[src/rtl/riscv_pkg.sv]
// Shared RISC-V load/store encodings, LSU FSM state type and byte-lane helpers.
package riscv_pkg;

  localparam logic [2:0] F3_BYTE   = 3'b000;
  localparam logic [2:0] F3_HALF   = 3'b001;
  localparam logic [2:0] F3_WORD   = 3'b010;
  localparam logic [2:0] F3_BYTE_U = 3'b100;
  localparam logic [2:0] F3_HALF_U = 3'b101;

  typedef enum logic [1:0] {
    LSU_IDLE,
    LSU_REQ,
    LSU_WAIT,
    LSU_DONE
  } lsu_state_t;

  // Reserved encodings fall through to the word case everywhere below.
  function automatic logic [3:0] byte_enable(input logic [2:0] f3, input logic [1:0] off);
    case (f3)
      F3_BYTE, F3_BYTE_U: return 4'b0001 << off;
      F3_HALF, F3_HALF_U: return 4'b0011 << {off[1], 1'b0};
      default:            return 4'b1111;
    endcase
  endfunction

  function automatic logic [31:0] store_data(input logic [2:0] f3, input logic [31:0] wdata);
    case (f3)
      F3_BYTE, F3_BYTE_U: return {4{wdata[7:0]}};
      F3_HALF, F3_HALF_U: return {2{wdata[15:0]}};
      F3_WORD:            return wdata;
      default:            return wdata;
    endcase
  endfunction

  function automatic logic is_misaligned(input logic [2:0] f3, input logic [1:0] off);
    case (f3)
      F3_BYTE, F3_BYTE_U: return 1'b0;
      F3_HALF, F3_HALF_U: return off[0];
      default:            return off != 2'b00;
    endcase
  endfunction

endpackage

[src/rtl/load_store_unit_if.sv]
// Data-memory bus between the LSU (master) and RAM/MMIO (slave).
interface load_store_unit_if;
  logic        mem_req;
  logic        mem_we;
  logic        mem_mmio;
  logic [3:0]  mem_be;
  logic [31:0] mem_addr;
  logic [31:0] mem_wdata;
  logic        mem_gnt;
  logic        mem_rvalid;
  logic [31:0] mem_rdata;

  // mem_req is held with stable payload until mem_gnt; mem_rvalid may
  // coincide with mem_gnt or arrive in any later cycle.
  modport master (
    output mem_req, mem_we, mem_mmio, mem_be, mem_addr, mem_wdata,
    input  mem_gnt, mem_rvalid, mem_rdata
  );

  modport slave (
    input  mem_req, mem_we, mem_mmio, mem_be, mem_addr, mem_wdata,
    output mem_gnt, mem_rvalid, mem_rdata
  );
endinterface

[src/rtl/lsu_load_align.sv]
// Selects the addressed byte/half of a bus word and sign- or zero-extends it.
module lsu_load_align
  import riscv_pkg::*;
(
    input  logic [31:0] mem_rdata,
    input  logic [1:0]  offset,
    input  logic [2:0]  funct3,
    output logic [31:0] result
);

    logic [31:0] byte_lane;
    logic [31:0] half_lane;

    always_comb begin
        byte_lane = mem_rdata >> {offset, 3'b000};
        half_lane = mem_rdata >> {offset[1], 4'b0000};
        case (funct3)
            F3_BYTE:   result = {{24{byte_lane[7]}}, byte_lane[7:0]};
            F3_BYTE_U: result = {24'h0, byte_lane[7:0]};
            F3_HALF:   result = {{16{half_lane[15]}}, half_lane[15:0]};
            F3_HALF_U: result = {16'h0, half_lane[15:0]};
            default:   result = mem_rdata;
        endcase
    end

endmodule

[src/rtl/load_store_unit.sv]
// MEM-stage load/store initiator for the data-memory bus.
// Build option: LSU_MISALIGN_TRAP_EN traps misaligned half/word accesses instead of issuing them.
module load_store_unit
  import riscv_pkg::*;
#(
    parameter int unsigned TIMEOUT_CYCLES = 255,
    parameter logic [31:0] MMIO_BASE      = 32'h8000_0000
) (
    input  logic                     clk,
    input  logic                     rst,
    input  logic                     lsu_valid,
    output logic                     lsu_ready,
    input  logic                     lsu_we,
    input  logic [2:0]               lsu_funct3,
    input  logic [31:0]              lsu_addr,
    input  logic [31:0]              lsu_wdata,
    output logic [31:0]              lsu_rdata,
    output logic                     lsu_done,
    output logic                     lsu_err,
    load_store_unit_if.master        mem,
    output lsu_state_t               lsu_state
);

    lsu_state_t  state_q, state_d;
    logic        accept, misalign, granted, capture, timeout_hit, abort;
    logic        we_q, err_q, mmio_q;
    logic [2:0]  funct3_q;
    logic [1:0]  off_q;
    logic [3:0]  be_q;
    logic [31:0] addr_q, wdata_q, rdata_q, cnt_q, load_val;

    lsu_load_align u_load_align (
        .mem_rdata (mem.mem_rdata),
        .offset    (off_q),
        .funct3    (funct3_q),
        .result    (load_val)
    );

    always_comb begin
        state_d     = state_q;
        abort       = 1'b0;
        accept      = lsu_valid && (state_q == LSU_IDLE);
`ifdef LSU_MISALIGN_TRAP_EN
        misalign    = is_misaligned(lsu_funct3, lsu_addr[1:0]);
`else
        misalign    = 1'b0;
`endif
        granted     = (state_q == LSU_REQ) && mem.mem_gnt;
        // Read data counts only once the request has been granted.
        capture     = !we_q && mem.mem_rvalid && (granted || (state_q == LSU_WAIT));
        timeout_hit = (TIMEOUT_CYCLES != 0) && (cnt_q == TIMEOUT_CYCLES - 1);
        case (state_q)
            LSU_IDLE: if (accept) state_d = misalign ? LSU_DONE : LSU_REQ;
            LSU_REQ: begin
                if (granted) begin
                    state_d = (we_q || capture) ? LSU_DONE : LSU_WAIT;
                end else if (timeout_hit) begin
                    state_d = LSU_DONE;
                    abort   = 1'b1;
                end
            end
            LSU_WAIT: begin
                if (capture) begin
                    state_d = LSU_DONE;
                end else if (timeout_hit) begin
                    state_d = LSU_DONE;
                    abort   = 1'b1;
                end
            end
            LSU_DONE: state_d = LSU_IDLE;
            default:  state_d = LSU_IDLE;
        endcase
    end

    always_ff @(posedge clk or posedge rst) begin
        if (rst) state_q <= LSU_IDLE;
        else     state_q <= state_d;
    end

    always_ff @(posedge clk or posedge rst) begin
        if (rst) begin
            we_q     <= 1'b0;
            funct3_q <= 3'b000;
            off_q    <= 2'b00;
            addr_q   <= 32'h0;
            be_q     <= 4'h0;
            wdata_q  <= 32'h0;
            mmio_q   <= 1'b0;
            err_q    <= 1'b0;
            rdata_q  <= 32'h0;
            cnt_q    <= 32'h0;
        end else begin
            if (accept) begin
                we_q     <= lsu_we;
                funct3_q <= lsu_funct3;
                off_q    <= lsu_addr[1:0];
                addr_q   <= {lsu_addr[31:2], 2'b00};
                be_q     <= byte_enable(lsu_funct3, lsu_addr[1:0]);
                wdata_q  <= lsu_we ? store_data(lsu_funct3, lsu_wdata) : 32'h0;
                mmio_q   <= (lsu_addr >= MMIO_BASE);
                err_q    <= misalign;
                cnt_q    <= 32'h0;
                if (misalign) rdata_q <= lsu_addr;
            end else if ((state_q == LSU_REQ) || (state_q == LSU_WAIT)) begin
                cnt_q <= cnt_q + 32'd1;
            end
            if (capture) rdata_q <= load_val;
            if (abort) begin
                err_q   <= 1'b1;
                rdata_q <= 32'h0;
            end
            if (state_q == LSU_DONE) err_q <= 1'b0;
        end
    end

    // mem_req is decoded from state so an asynchronous reset drops it at once.
    assign mem.mem_req   = (state_q == LSU_REQ);
    assign mem.mem_we    = (state_q == LSU_REQ) && we_q;
    assign mem.mem_mmio  = mmio_q;
    assign mem.mem_be    = be_q;
    assign mem.mem_addr  = addr_q;
    assign mem.mem_wdata = wdata_q;
    assign lsu_ready     = (state_q == LSU_IDLE);
    assign lsu_done      = (state_q == LSU_DONE);
    assign lsu_err       = (state_q == LSU_DONE) && err_q;
    assign lsu_rdata     = rdata_q;
    assign lsu_state     = state_q;

endmodule

[src/flat_wrapper.sv]
// flat-port wrapper written by rule: the top's interface ports become plain ports
module load_store_unit_flat import riscv_pkg::*;
#(
    parameter int unsigned TIMEOUT_CYCLES = 255,
    parameter logic [31:0] MMIO_BASE      = 32'h8000_0000
)
  (clk, rst, lsu_valid, lsu_ready, lsu_we, lsu_funct3, lsu_addr, lsu_wdata, lsu_rdata, lsu_done, lsu_err, lsu_state, mem_mem_req, mem_mem_we, mem_mem_mmio, mem_mem_be, mem_mem_addr, mem_mem_wdata, mem_mem_gnt, mem_mem_rvalid, mem_mem_rdata);
  load_store_unit_if mem_i ();
  input  logic clk;
  input  logic rst;
  input  logic lsu_valid;
  output logic lsu_ready;
  input  logic lsu_we;
  input  logic [2:0] lsu_funct3;
  input  logic [31:0] lsu_addr;
  input  logic [31:0] lsu_wdata;
  output logic [31:0] lsu_rdata;
  output logic lsu_done;
  output logic lsu_err;
  output lsu_state_t lsu_state;
  output wire logic [$bits(mem_i.mem_req)-1:0] mem_mem_req;
  output wire logic [$bits(mem_i.mem_we)-1:0] mem_mem_we;
  output wire logic [$bits(mem_i.mem_mmio)-1:0] mem_mem_mmio;
  output wire logic [$bits(mem_i.mem_be)-1:0] mem_mem_be;
  output wire logic [$bits(mem_i.mem_addr)-1:0] mem_mem_addr;
  output wire logic [$bits(mem_i.mem_wdata)-1:0] mem_mem_wdata;
  input wire logic [$bits(mem_i.mem_gnt)-1:0] mem_mem_gnt;
  input wire logic [$bits(mem_i.mem_rvalid)-1:0] mem_mem_rvalid;
  input wire logic [$bits(mem_i.mem_rdata)-1:0] mem_mem_rdata;
  assign mem_mem_req = mem_i.mem_req;
  assign mem_mem_we = mem_i.mem_we;
  assign mem_mem_mmio = mem_i.mem_mmio;
  assign mem_mem_be = mem_i.mem_be;
  assign mem_mem_addr = mem_i.mem_addr;
  assign mem_mem_wdata = mem_i.mem_wdata;
  assign mem_i.mem_gnt = mem_mem_gnt;
  assign mem_i.mem_rvalid = mem_mem_rvalid;
  assign mem_i.mem_rdata = mem_mem_rdata;
  load_store_unit #(.TIMEOUT_CYCLES(TIMEOUT_CYCLES), .MMIO_BASE(MMIO_BASE)) u_core (.clk(clk), .rst(rst), .lsu_valid(lsu_valid), .lsu_ready(lsu_ready), .lsu_we(lsu_we), .lsu_funct3(lsu_funct3), .lsu_addr(lsu_addr), .lsu_wdata(lsu_wdata), .lsu_rdata(lsu_rdata), .lsu_done(lsu_done), .lsu_err(lsu_err), .mem(mem_i), .lsu_state(lsu_state));
endmodule
[config.mk]
export PLATFORM = sky130hd
export DESIGN_NAME = load_store_unit_flat
export DESIGN_NICKNAME = d
export VERILOG_FILES = /design/src/rtl/riscv_pkg.sv /design/src/rtl/load_store_unit_if.sv /design/src/rtl/lsu_load_align.sv /design/src/rtl/load_store_unit.sv /design/src/flat_wrapper.sv
export SDC_FILE = /design/constraint.sdc
export NUM_CORES = 1
export LEC_CHECK = 0
export BUFFER_PORTS_ARGS = -buffer_cell sky130_fd_sc_hd__buf_2
export CORE_MARGIN = 4
export CORE_UTILIZATION = 47
export CTS_CLUSTER_DIAMETER = 40
export DETAILED_ROUTE_END_ITERATION = 12
export MAX_ROUTING_LAYER = met4
export PLACE_DENSITY = 0.78
export SYNTH_ARGS = -nofsm -noshare
export SYNTH_HDL_FRONTEND = slang
export SYNTH_SLANG_ARGS = --single-unit
export TNS_END_PERCENT = 1
[constraint.sdc]
create_clock -name clk -period 4.5 [get_ports clk]
set_input_delay 0.45 -clock clk [delete_from_list [all_inputs] [get_ports clk]]
set_output_delay 0.45 -clock clk [all_outputs]
set_load 0.01 [all_outputs]
Yosys cells after proc, flatten, opt, wreduce, memory -nomap -nowiden. Index checks and enable logic that the tools add are counted. Widths: inputs -> output; s select.

Flip-flop bits (word level): 140. Input port bits: 105. Output and inout port bits: 108. Word-level logic and storage cells: 67.

Add/subtract/negate cells: 1. Order comparisons: 1. Equal/unequal tests: 11. Shifts and indexed selects: 4. Muxes and demuxes: 21. Reductions and logical operators: 18.

Operators by type and width (number): $mux 32 (5); $pmux 32 s4 (1); $pmux 32 s2 (1); $add 32x1->32 const B (1); $eq 32x8->1 const B (1); $ge 32x32->1 const B (1); $shr 32x5->16 (1); $shr 32x5->8 (1); $eq 3x3->1 const B (4); $mux 2 (4); $pmux 2 s4 (1); $pmux 4 s2 (1); $mux 1 (7); $eq 3x1->1 const B (2); $logic_and 1x1->1 (6); $logic_not 3->1 (2); $eq 2x2->1 const B (2); $reduce_bool 2->1 (2); $reduce_or 2->1 (2); $shl 1x2->4 const A (1); $shl 2x2->4 const A (1); $logic_or 1x1->1 (3); $reduce_bool 3->1 (1); $eq 2x1->1 const B (1); other kinds (4) (4).

Depth between registers and ports, before layout.
Word-level depth: 8. Mapped depth: 9. Depth with buffers taken out: 7.

Cells and area by module. Synthesis repeated with hierarchy kept, for this count alone.

Cell total of the unflattened synthesis: 781. Area total of the unflattened synthesis: 7096.8 um2.

Modules (own cells, without submodules): load_store_unit (instances 1, cells an instance 672, area each 6468.7 um2, sequential area each 3503.4 um2); lsu_load_align (instances 1, cells an instance 109, area each 628.1 um2, sequential area each 0.0 um2).

Worst setup path before layout. OpenSTA, ideal clock, no wires.

Kind: reg2reg. From: reg u_core.state_q[0] (netlist: u_core.lsu_state[0]). To: reg u_core.cnt_q[23]. Library setup time: 0.078 ns. Arrival: 2.004 ns. Data required time: 4.422 ns. Path slack: 2.418 ns. Stages on the path, launching flop included: 9. Path buffers: 2. Period minus slack after synthesis: 2.082 ns. Path through: dfrtp_1 -> inv_1 -> ha_1 -> buf_2 -> and4_1 -> buf_2 -> nand4_1 -> or3_1 -> a21oi_1.

Word-level cells in the longest chain between the ends: 3. Elaborated cells on any way between the ends: 7. Classes of those cells: eq/ne: 2; mux: 1; reduce/logical: 4.

RTL lines: start: declaration (RTL line load_store_unit.sv:24) `lsu_state_t state_q, state_d;`; start signal: assignment (RTL line load_store_unit.sv:77) `else state_q <= state_d;`; $eq 2x1->1, or another cell as far along (RTL line load_store_unit.sv:104) `end else if ((state_q == LSU_REQ) || (state_q == LSU_WAIT)) begin`; $logic_or 1x1->1 / $logic_and 1x1->1 (equally long branches) (RTL line load_store_unit.sv:104, load_store_unit.sv:42); $reduce_bool 2->1 (no source line) / $mux 32 (equally long branches); end signal: assignment (RTL line load_store_unit.sv:105) `cnt_q <= cnt_q + 32'd1;`; end: declaration (RTL line load_store_unit.sv:30) `logic [31:0] addr_q, wdata_q, rdata_q, cnt_q, load_val;`.

Parallel ways exist; a longest one is shown, timed or not. A chain may end at the register's enable or synchronous reset.

Worst setup path in the final report.
From: reg u_core.off_q[1]. To: reg u_core.rdata_q[18] (netlist: u_core.lsu_rdata[18]).

Word-level cells in the longest chain between the ends: 4. Elaborated cells on any way between the ends: 5. Classes of those cells: shift: 2; mux: 3.

RTL lines: start: declaration (RTL line load_store_unit.sv:28) `logic [1:0] off_q;`; start signal: assignment (RTL line load_store_unit.sv:96) `off_q <= lsu_addr[1:0];`; $shr 32x5->16 / $shr 32x5->8 (equally long branches) (RTL line lsu_load_align.sv:16, lsu_load_align.sv:15); $pmux 32 s4 * (RTL line lsu_load_align.sv:17) `case (funct3)`; $mux 32 * (RTL line load_store_unit.sv:107) `if (capture) rdata_q <= load_val;`; $mux 32 * (RTL line load_store_unit.sv:108) `if (abort) begin`; end signal: assignment (RTL line load_store_unit.sv:103) `if (misalign) rdata_q <= lsu_addr;`; end signal: assignment (RTL line load_store_unit.sv:107); end: declaration (RTL line load_store_unit.sv:30).

Every way passes the cells marked *; elsewhere a longest branch is shown, timed or not. The select of a mux whose other input is x is not followed.

==> qor.yml <==
rsz0062_at_grt: "no"
h-tree-depth: 4
fin_nets: 1063
post_cts_resized: 0
critPathArrivalTime_ns: 2.95
finalCritPeriodShare: 0.593
power_frac_seq: 0.372
clk_latency_ns: 0.41
clkPwrFrac: 0.244
synth-seq-area-share: 0.506
cp_max_fo: 17
fin_tns_setup_ns: 0
hold_slack_ns: 0.219
slew_headroom: 0.173
vias: 6251
synth_top_area_share: 0.506
dpl.cell_count: 1117
power_frac_comb: 0.384
worstRegToRegCells: 5
first_global_vias: 6062
period_minus_slack_ns: 2.67
rr_startpoint: "u_core.off_q[1]$_DFFE_PP0P_"
p_int_mw: 3.46
fin_cells: 1153
peakVddDrop_uv: 346
viasPerCell: 5.42
grt-ovfl-total: 0
clock_path_buffers: 2
power_density_nw_per_um2: 657
sw_frac_of_total: 0.389
drt-initial-drc-count: 454
die_y_microns: 129
portBuffers: 210
grtUsageTotal: 0.238
reg2reg_to: "u_core.lsu_rdata[18]$_DFFE_PP0P_"
grt_start_max_net_pins: 111
n_fill_cell: 1310
hp-class: "in -> reg"
grt_pass1_wl_microns: 30800
drtAntennaViolNets: 0
setup_ws_ns: 1.83
yosysTopAreaCell: "dfrtp_1"
tightest_slew_ns: 1.24
finalWeightedCongestion: 0.900
antenna_found_initial: 4
clk_pin_slew_ns: 0.06
p_leak_nw: 4.29
pre_cts_ws_ns: 1.93
synth-edff-count: 0
finalSetupViolCount: 0
areaGrowthSynthToFinish_pct: 24.7
wirelength_microns: 18800
wl_per_cell_microns: 16.3
core_area_sq_um: 14500
postCtsHoldBufs: 0
synth.top_cells.by_count: "174 x nand2_1, 140 x dfrtp_1, 97 x nor2_1"
avgSynthCellArea_sq_um: 9.05
syn_area_sq_um: 6920
maxCapViolations: 0
synth.most_common_cell: "nand2_1"
dieArea_sq_um: 16700
final_util: 0.596
layout-drive-gt1-share: 0.285
yosys-top-cells-area: "dfrtp_1 51%, nand2_1 9.4%, nor2_1 5.3%"
cts_tree: "yes"
final_max_slew_viol_count: 0
dieWidth_microns: 129
clock_tree.root_cell: "clkbuf_16"
start_util: 0.478
ys_seq_elements: 140
hpwl_microns: 13200
cp.required_ns: 4.79
reg2reg_slack_ns: 1.83
postSynth.asyncResetShare: 1.00
yosys_warnings: 0
crit_type: "reg -> reg"
numCtsBuffers: 17
synth_flop_cell: "dfrtp_1"
start_kind: "register"
dr.pass1.iters: 5
synthCells: 765
cts_sinks: 140
p_switching_mw: 2.20
pin_count: 213
drc_errors: 0
skew_ns: 0.00653
synth_cell_types: 52
max_freq_ghz: 0.375
post_cts_buffers: 0
hold_start: "lsu_addr[11]"
hold_violations: 0
holdPathEnd: "u_core.mem.mem_addr[11]$_DFFE_PP0P_"
hold_depth: 3
placementRows: 44
cp-end-kind: "register"
outcome: "finished, final reports clean"
[cell families after synthesis]
kind of cell | after synthesis | share of synthesized area
buf+inv | 61 | 0.0403
compound gates | 124 | 0.107
xor+xnor | 29 | 0.0367
mux | 33 | 0.0535
simple gates | 371 | 0.245
flops | 140 | 0.506
fa+ha+maj | 6 | 0.0108
other cells | 1 | 0.000542
[per-layer routing]
layer / track usage / share of wire / vias up
li1: - / - / 2978
met1: 0.324 / 0.44 / 2984
met2: 0.344 / 0.45 / 257
met3: 0.0697 / 0.086 / 32
met4: 0.0784 / 0.021 / 0
met5: - / 0 / -
[critical path, cell delays in order, from the launching register on]
cell and delay [ns]:
dfrtp_1 0.73, mux2_2 0.43, a21oi_1 0.97, nor2_1 0.15
o22ai_1 0.17, nor2_1 0.07
[power groups by stage]
| stage | registers (mW) | logic, mW | clock network, mW |
|---|---|---|---|
| after floorplan | 2.24 | 1.21 | 0 |
| after detailed placement | 2.10 | 2.20 | 0 |
| after global routing | 2.17 | 2.45 | 1.48 |
| after CTS | 2.10 | 2.19 | 1.42 |
| final | 2.11 | 2.18 | 1.39 |
| after global placement | 2.10 | 2.14 | 0 |
[state kept, by name, summed over array words and instances (netlist names)]
signal                cells
u_core.mem.mem_be         4
u_core.lsu_rdata         32
u_core.lsu_state          2
u_core.funct3_q           3
u_core.mem.mem_mmio       1
u_core.mem.mem_addr      30
u_core.we_q               1
u_core.cnt_q             32
u_core.mem.mem_wdata     32
u_core.err_q              1
u_core.off_q              2
[final cells by class]
type                    count  area [sq um]  share of cell area
inverters                  12          50.0             0.00580
multi-input cells         565          3150               0.365
clock inverters            13           140              0.0162
diodes                      4          10.0             0.00116
flip-flops and latches    140          3500               0.406
repair buffers            216          1100               0.127
well taps                 184           230              0.0267
clock buffers              19           453              0.0525
[metrics by stage]
stage	area, sq um	total power, mW
after detailed placement	8030	4.30
final	8630	5.67
after floorplan	6930	3.44
after CTS	8620	5.71
after global placement	8030	4.24
after global routing	8630	6.10
[cells in the final DEF (no fill, tap or decap), types with 8 or more instances in the layout]
cell type / count
nand3_1: 22
o21ai_0: 37
nor2_1: 96
clkbuf_16: 17
xnor2_1: 14
inv_1: 11
nand2_1: 173
nand4_1: 11
buf_2: 210
dfrtp_1: 140
o22ai_1: 18
xor2_1: 15
nor3_1: 11
nor3_2: 8
a21oi_1: 37
mux2i_1: 28
[worst max path at each step]
stage	from	end	slack (ns)
after floorplan	rst	u_core.cnt_q[0]$_DFFE_PP0P_	0.30
after global placement	u_core.off_q[1]$_DFFE_PP0P_	u_core.lsu_rdata[27]$_DFFE_PP0P_	1.99
after detailed placement	u_core.off_q[1]$_DFFE_PP0P_	u_core.lsu_rdata[18]$_DFFE_PP0P_	1.93
after CTS	u_core.off_q[1]$_DFFE_PP0P_	u_core.lsu_rdata[18]$_DFFE_PP0P_	1.94
after global routing	u_core.off_q[1]$_DFFE_PP0P_	u_core.lsu_rdata[31]$_DFFE_PP0P_	1.58
final	u_core.off_q[1]$_DFFE_PP0P_	u_core.lsu_rdata[18]$_DFFE_PP0P_	1.83
No activity file was read; power rests on OpenSTA's default activity.
